<file path="config.mk">
export PLATFORM = sky130hd
export DESIGN_NAME = min_receive_fsm
export DESIGN_NICKNAME = d
export VERILOG_FILES = /design/src/rtl/min_receive_fsm.sv
export SDC_FILE = /design/constraint.sdc
export NUM_CORES = 1
export LEC_CHECK = 0
export CORE_MARGIN = 2
export CORE_UTILIZATION = 46
export DETAILED_ROUTE_END_ITERATION = 10
export PLACE_DENSITY = 0.66
export SYNTH_ARGS = -nofsm -noshare
export SYNTH_HDL_FRONTEND = slang
export SYNTH_SLANG_ARGS = --single-unit
</file>
<file path="constraint.sdc">
create_clock -name i_clk -period 3.6 [get_ports i_clk]
set_input_delay 0.9 -clock i_clk [delete_from_list [all_inputs] [get_ports i_clk]]
set_output_delay 0.9 -clock i_clk [all_outputs]
set_load 0.05 [all_outputs]
</file>
<file path="src/rtl/min_receive_fsm.sv">
// MIN frame receiver: AA AA AA sync, ID, LEN, payload, CRC-32 (MSB first), EOF 55.
// Latency: o_valid / o_crc_err / o_frame_err pulse exactly 1 cycle after the deciding byte's i_valid.
// Backpressure: none; one byte is accepted on every cycle where i_en && i_valid, and i_en low freezes all state.
//
// Ports:
//   i_clk, i_rst_n          clock (rising edge) and synchronous active-low reset
//   i_en                    enable; when low, i_valid is ignored and the frame state holds
//   i_valid, i_data         one-cycle strobe plus the received UART byte
//   o_valid                 one-cycle pulse: good frame, o_id/o_len/o_data updated in the same cycle
//   o_id, o_len, o_data     last good frame; payload byte k sits at o_data[8*(MAX_PAYLOAD-k)-1 -: 8]
//   o_crc_err, o_frame_err  one-cycle error pulses (CRC mismatch / length overflow or missing EOF)
//   o_busy                  high whenever a frame is in progress
module min_receive_fsm #(
  parameter int MAX_PAYLOAD = 8
) (
  input  logic                     i_clk,
  input  logic                     i_rst_n,
  input  logic                     i_en,
  input  logic                     i_valid,
  input  logic [7:0]               i_data,
  output logic                     o_valid,
  output logic [7:0]               o_id,
  output logic [7:0]               o_len,
  output logic [8*MAX_PAYLOAD-1:0] o_data,
  output logic                     o_crc_err,
  output logic                     o_frame_err,
  output logic                     o_busy
);

  localparam logic [2:0] S_IDLE    = 3'd0;
  localparam logic [2:0] S_ID      = 3'd1;
  localparam logic [2:0] S_LEN     = 3'd2;
  localparam logic [2:0] S_PAYLOAD = 3'd3;
  localparam logic [2:0] S_CRC     = 3'd4;
  localparam logic [2:0] S_EOF     = 3'd5;

  localparam logic [7:0]  SYNC_BYTE = 8'hAA;
  localparam logic [7:0]  EOF_BYTE  = 8'h55;
  localparam logic [7:0]  MAX_LEN   = 8'(MAX_PAYLOAD);
  localparam logic [31:0] CRC_INIT  = 32'hFFFF_FFFF;

  logic [2:0]               state;
  logic [1:0]               aa_cnt;
  logic [31:0]              crc;
  logic [31:0]              rx_crc;
  logic [7:0]               cnt;
  logic [7:0]               id_q;
  logic [7:0]               len_q;
  logic [8*MAX_PAYLOAD-1:0] shadow;
  logic                     crc_ok;

  // Reflected CRC-32, one byte, LSB first.
  function automatic logic [31:0] crc32_byte(input logic [31:0] c, input logic [7:0] d);
    logic [31:0] r;
    r = c ^ {24'h0, d};
    for (int i = 0; i < 8; i++) begin
      r = r[0] ? ((r >> 1) ^ 32'hEDB8_8320) : (r >> 1);
    end
    return r;
  endfunction

  logic        take;
  logic        is_sync;
  logic        resync;
  logic        unstuff;
  logic [31:0] crc_next;
  logic [31:0] rx_crc_next;

  assign take        = i_en & i_valid;
  assign is_sync     = (i_data == SYNC_BYTE);
  // A third AA in a row always wins: it restarts a frame from any state.
  assign resync      = take && is_sync && (aa_cnt == 2'd2);
  // Inside a frame, a 55 right after AA AA is a stuffing byte, not data.
  assign unstuff     = take && (i_data == EOF_BYTE) && (aa_cnt == 2'd2) && (state != S_IDLE);
  assign crc_next    = crc32_byte(crc, i_data);
  assign rx_crc_next = {rx_crc[23:0], i_data};

  assign o_busy = (state != S_IDLE);

  always_ff @(posedge i_clk) begin
    if (!i_rst_n) begin
      state       <= S_IDLE;
      aa_cnt      <= 2'd0;
      crc         <= CRC_INIT;
      rx_crc      <= 32'd0;
      cnt         <= 8'd0;
      id_q        <= 8'd0;
      len_q       <= 8'd0;
      shadow      <= '0;
      crc_ok      <= 1'b0;
      o_valid     <= 1'b0;
      o_crc_err   <= 1'b0;
      o_frame_err <= 1'b0;
      o_id        <= 8'd0;
      o_len       <= 8'd0;
      o_data      <= '0;
    end else begin
      o_valid     <= 1'b0;
      o_crc_err   <= 1'b0;
      o_frame_err <= 1'b0;
      if (resync) begin
        state  <= S_ID;
        aa_cnt <= 2'd0;
        crc    <= CRC_INIT;
        rx_crc <= 32'd0;
        cnt    <= 8'd0;
        shadow <= '0;  // unfilled payload positions must read 0
        crc_ok <= 1'b0;
      end else if (unstuff) begin
        aa_cnt <= 2'd0;
      end else if (take) begin
        // aa_cnt cannot pass 2: an AA seen at 2 is the resync branch above.
        aa_cnt <= is_sync ? aa_cnt + 2'd1 : 2'd0;
        case (state)
          S_ID: begin
            id_q  <= i_data;
            crc   <= crc_next;
            state <= S_LEN;
          end
          S_LEN: begin
            len_q <= i_data;
            crc   <= crc_next;
            cnt   <= 8'd0;
            if (i_data > MAX_LEN) begin
              state       <= S_IDLE;
              o_frame_err <= 1'b1;
            end else if (i_data == 8'd0) begin
              state <= S_CRC;
            end else begin
              state <= S_PAYLOAD;
            end
          end
          S_PAYLOAD: begin
            crc <= crc_next;
            for (int k = 0; k < MAX_PAYLOAD; k++) begin
              if (cnt == 8'(k)) shadow[8*(MAX_PAYLOAD-k)-1 -: 8] <= i_data;
            end
            if (cnt == len_q - 8'd1) begin
              state <= S_CRC;
              cnt   <= 8'd0;
            end else begin
              cnt <= cnt + 8'd1;
            end
          end
          S_CRC: begin
            rx_crc <= rx_crc_next;
            if (cnt == 8'd3) begin
              state  <= S_EOF;
              cnt    <= 8'd0;
              crc_ok <= (rx_crc_next == ~crc);
            end else begin
              cnt <= cnt + 8'd1;
            end
          end
          S_EOF: begin
            state <= S_IDLE;
            if (i_data == EOF_BYTE) begin
              if (crc_ok) begin
                o_valid <= 1'b1;
                o_id    <= id_q;
                o_len   <= len_q;
                o_data  <= shadow;
              end else begin
                o_crc_err <= 1'b1;
              end
            end else if (!is_sync) begin
              // An AA here just drops the frame quietly; it may be the next header.
              o_frame_err <= 1'b1;
            end
          end
          default: state <= S_IDLE;  // S_IDLE waits for the header
        endcase
      end
    end
  end

endmodule

</file>
==> run_results.csv <==
group,metric,value,unit
sta,slew_headroom,0.3052,
setup_path,cp-end-kind,"primary output",
sta,setup_tns,0,ns
sta,finalHoldViolations,0,
drt,ant_nets,0,
clock_tree,hold_buffers,0,
global_route,antenna_found_initial,0,
sta,clock_skew,0.01138,ns
setup_path,setup.worst_path.start,"state[0]",
setup_path,rrSetupSlack,1.01,ns
place,dp_hpwl,15960,µm
floorplan,initial_core_util,0.4711,
floorplan,io_pins,96,
setup_path,path_class,"register to primary output",
global_route,grt_pass1_wl,39520,µm
drt,wirelength,24610,µm
setup_path,endpoint,"o_busy",
clock_tree,cts_made_buffers,24,
clock_tree,clock_latency,0.51,ns
min_path,hold_class,"register to register",
sta,drv_slew,0,
sta,setup_violations,0,
synthesis,yosys.area.top_type,"dfxtp_1",
sta,period_share,0.8099,
synthesis,ys_top_cells_by_area,"dfxtp_1 47%, mux2i_1 11%, nand2_1 7.7%",
sta,worst_pin_slew,1.042,ns
final_layout,drive_gt1_frac,0.08811,
setup_path,reg2reg_from,"state[0]",
final_layout,area_growth,22.34,%
synthesis,ys_warn_count,0,
setup_path,crit_path_top_delay_cell,"clkdlybuf4s50_1",
final_layout,instances_no_fill,1478,
drt,drc_errors,0,
setup_path,cp-start-kind,"register",
pwr,p_total,5.918,mW
global_route,grt_overflow,0,
clock_tree,clkSinkCount,233,
floorplan,die_area,0.02279,mm²
drt,wl_per_cell,16.65,µm
place,gp_congestion,0.8526,
place,dp.cells,1434,
synthesis,avgSynthCellArea,9.040,µm²
sta,rsz0062_at_grt,"false",
setup_path,critPathTopFamily,"buffers and inverters",
synthesis,synth_edf_count,0,
drt,drtIter0Drc,431,
min_path,hp-start,"o_data[52]",
synthesis,synth_area,0.009935,mm²
final_layout,n_antenna_cell,0,
clock_tree,cts_max_level,1,
synthesis,async_flop_share,0,
drt,viasPerCell,5.240,
setup_path,critPathArrivalTime,2.02,ns
synthesis,syn_inst,1099,
sta,finalCriticalPeriod,2.916,ns
place,port_buffers,95,
run,drv_cap,0,
clock_tree,cts_root_buf,"clkbuf_16",
final_layout,fin_nets,1205,
synthesis,ys_ff_latch,233,
pwr,irDropWorstVdd,0.3902,mV
synthesis,synth.distinct_cells,58,
setup_path,max_stage_delay,0.71,ns
setup_path,rr_endpoint,"shadow[28]",
status,status,"complete, no violations",
floorplan,rows,53,
drt,vias,7745,
pwr,p_per_area,486.9,mW/mm²
setup_path,crit_chain,"or3_4, clkdlybuf4s50_1",
setup_path,crit_cells,2,
drt,dr.pass1.iters,5,
floorplan,die_h,151.0,µm
global_route,grt_max_degree,98,
sta,fin_hold_ws,0.4525,ns
pwr,p_leak,4.937,nW
global_route,grt_use_total,0.2176,
setup_path,critical_path_buf_inv_count,1,
setup_path,ff2ff_path_depth,6,
floorplan,die_w,151.0,µm
clock_tree,cts_tree,"done",
clock_tree,clockBufferDepth,3,
synthesis,synth_fp_nets,1119,
sta,fmax,0.3430,GHz
clock_tree,path_clk_slew,0.06,ns
floorplan,coreArea,0.02109,mm²
synthesis,ys_seq_area_frac,0.4695,
clock_tree,cts_setup_buffers,0,
setup_path,cp.required,2.70,ns
synthesis,ys.flop_type,"dfxtp_1",
setup_path,critPathMaxFanout,9,
global_route,grt_pass1_vias,7521,
synthesis,synth_top_cell_area_share,0.4695,
clock_tree,post_cts_resized,0,
sequential cells by signal (all words and copies together), names as in the netlist:
| name | count |
|---|---|
| o_data | 64 |
| shadow | 64 |
| rx_crc | 24 |
| o_len | 8 |
| o_frame_err | 1 |
| o_id | 8 |
| o_valid | 1 |
| cnt | 8 |
| crc | 32 |
| id_q | 8 |
| state | 3 |
| aa_cnt | 2 |
| len_q | 8 |
| crc_ok | 1 |
| o_crc_err | 1 |
per-layer routing:
| layer | track usage | vias to the layer above | wire length (µm) |
|---|---|---|---|
| met5 | 0 | - | 0 |
| met4 | 0.04579 | 0 | 310 |
| met3 | 0.03855 | 30 | 1379 |
| met2 | 0.3473 | 178 | 11050 |
| met1 | 0.3098 | 3695 | 11870 |
| li1 | - | 3842 | - |
worst min path at each step:
stage | depth (start not counted) | end
2_1_floorplan | 2 | o_data[32]
3_3_place_gp | 2 | o_data[12]
3_5_place_dp | 2 | o_data[45]
4_1_cts | 2 | o_data[61]
5_1_grt | 2 | o_data[5]
6_report | 2 | o_data[52]
where the power goes:
group | switching (mW) | leakage, nW | internal (mW)
combinational | 0.330 | 2.63 | 0.265
sequential | 0.0251 | 1.88 | 2.60
clock | 1.04 | 0.431 | 1.66
total | 1.39 | 4.94 | 4.53
placed cells by master, fill, tap and decap left out, types with 11 or more instances in the layout:
| master | Yosys | layout |
|---|---|---|
| nor2_1 | 123 | 123 |
| xor2_1 | 22 | 22 |
| nand3_1 | 11 | 11 |
| o211ai_1 | 23 | 23 |
| nand2_1 | 203 | 203 |
| xnor2_1 | 84 | 84 |
| mux2i_1 | 105 | 105 |
| clkdlybuf4s50_1 | 0 | 95 |
| dfxtp_1 | 233 | 233 |
| buf_4 | 1 | 29 |
| a21oi_1 | 89 | 89 |
| clkbuf_16 | 0 | 25 |
| inv_1 | 11 | 11 |
tightest hold or removal path: cells and delay by family, from the launching register on:
family,cells,cell delay (ns)
AO/OA/AOI/OAI,1,0.05
flip-flops,1,0.31
AND/OR/NAND/NOR,1,0.05
kinds of logic after synthesis:
family          Yosys count  share of synthesized area
compound gates          144                    0.08564
xor+xnor                113                     0.1049
flops                   233                     0.4695
fa+ha+maj                 8                    0.01008
mux                     105                     0.1058
simple gates            411                     0.1835
buf+inv                  85                    0.04055
through the flow:
step	worst slack [ns]	utilization	area [µm²]
5_1_grt	0.5127	0.5764	12150
6_report	0.6844	0.5764	12150
4_1_cts	0.6637	0.5764	12150
3_3_place_gp	0.2109	0.5350	11280
3_5_place_dp	0.1973	0.5350	11280
2_1_floorplan	0.7280	-	9935
cell type report:
| type | instances | area [µm²] |
|---|---|---|
| clock inverter | 12 | 170.2 |
| tap | 275 | 344.1 |
| multi-input combinational | 781 | 4880 |
| clock buffer | 32 | 701.9 |
| timing repair buffer | 133 | 1349 |
| fill | 1854 | 8934 |
| inverter | 12 | 45.04 |
| sequential | 233 | 4664 |
cells in the mapped netlist (all sizes together) (9+ instances only):
| cell | number |
|---|---|
| clkbuf | 25 |
| a21oi | 89 |
| xnor2 | 89 |
| nand2 | 203 |
| xor2 | 24 |
| dfxtp | 233 |
| nand3 | 15 |
| mux2i | 105 |
| buf | 48 |
| nor3 | 12 |
| o211ai | 23 |
| inv | 12 |
| nor2 | 124 |
| nor4 | 9 |
No activity file was read; power rests on OpenSTA's default activity.
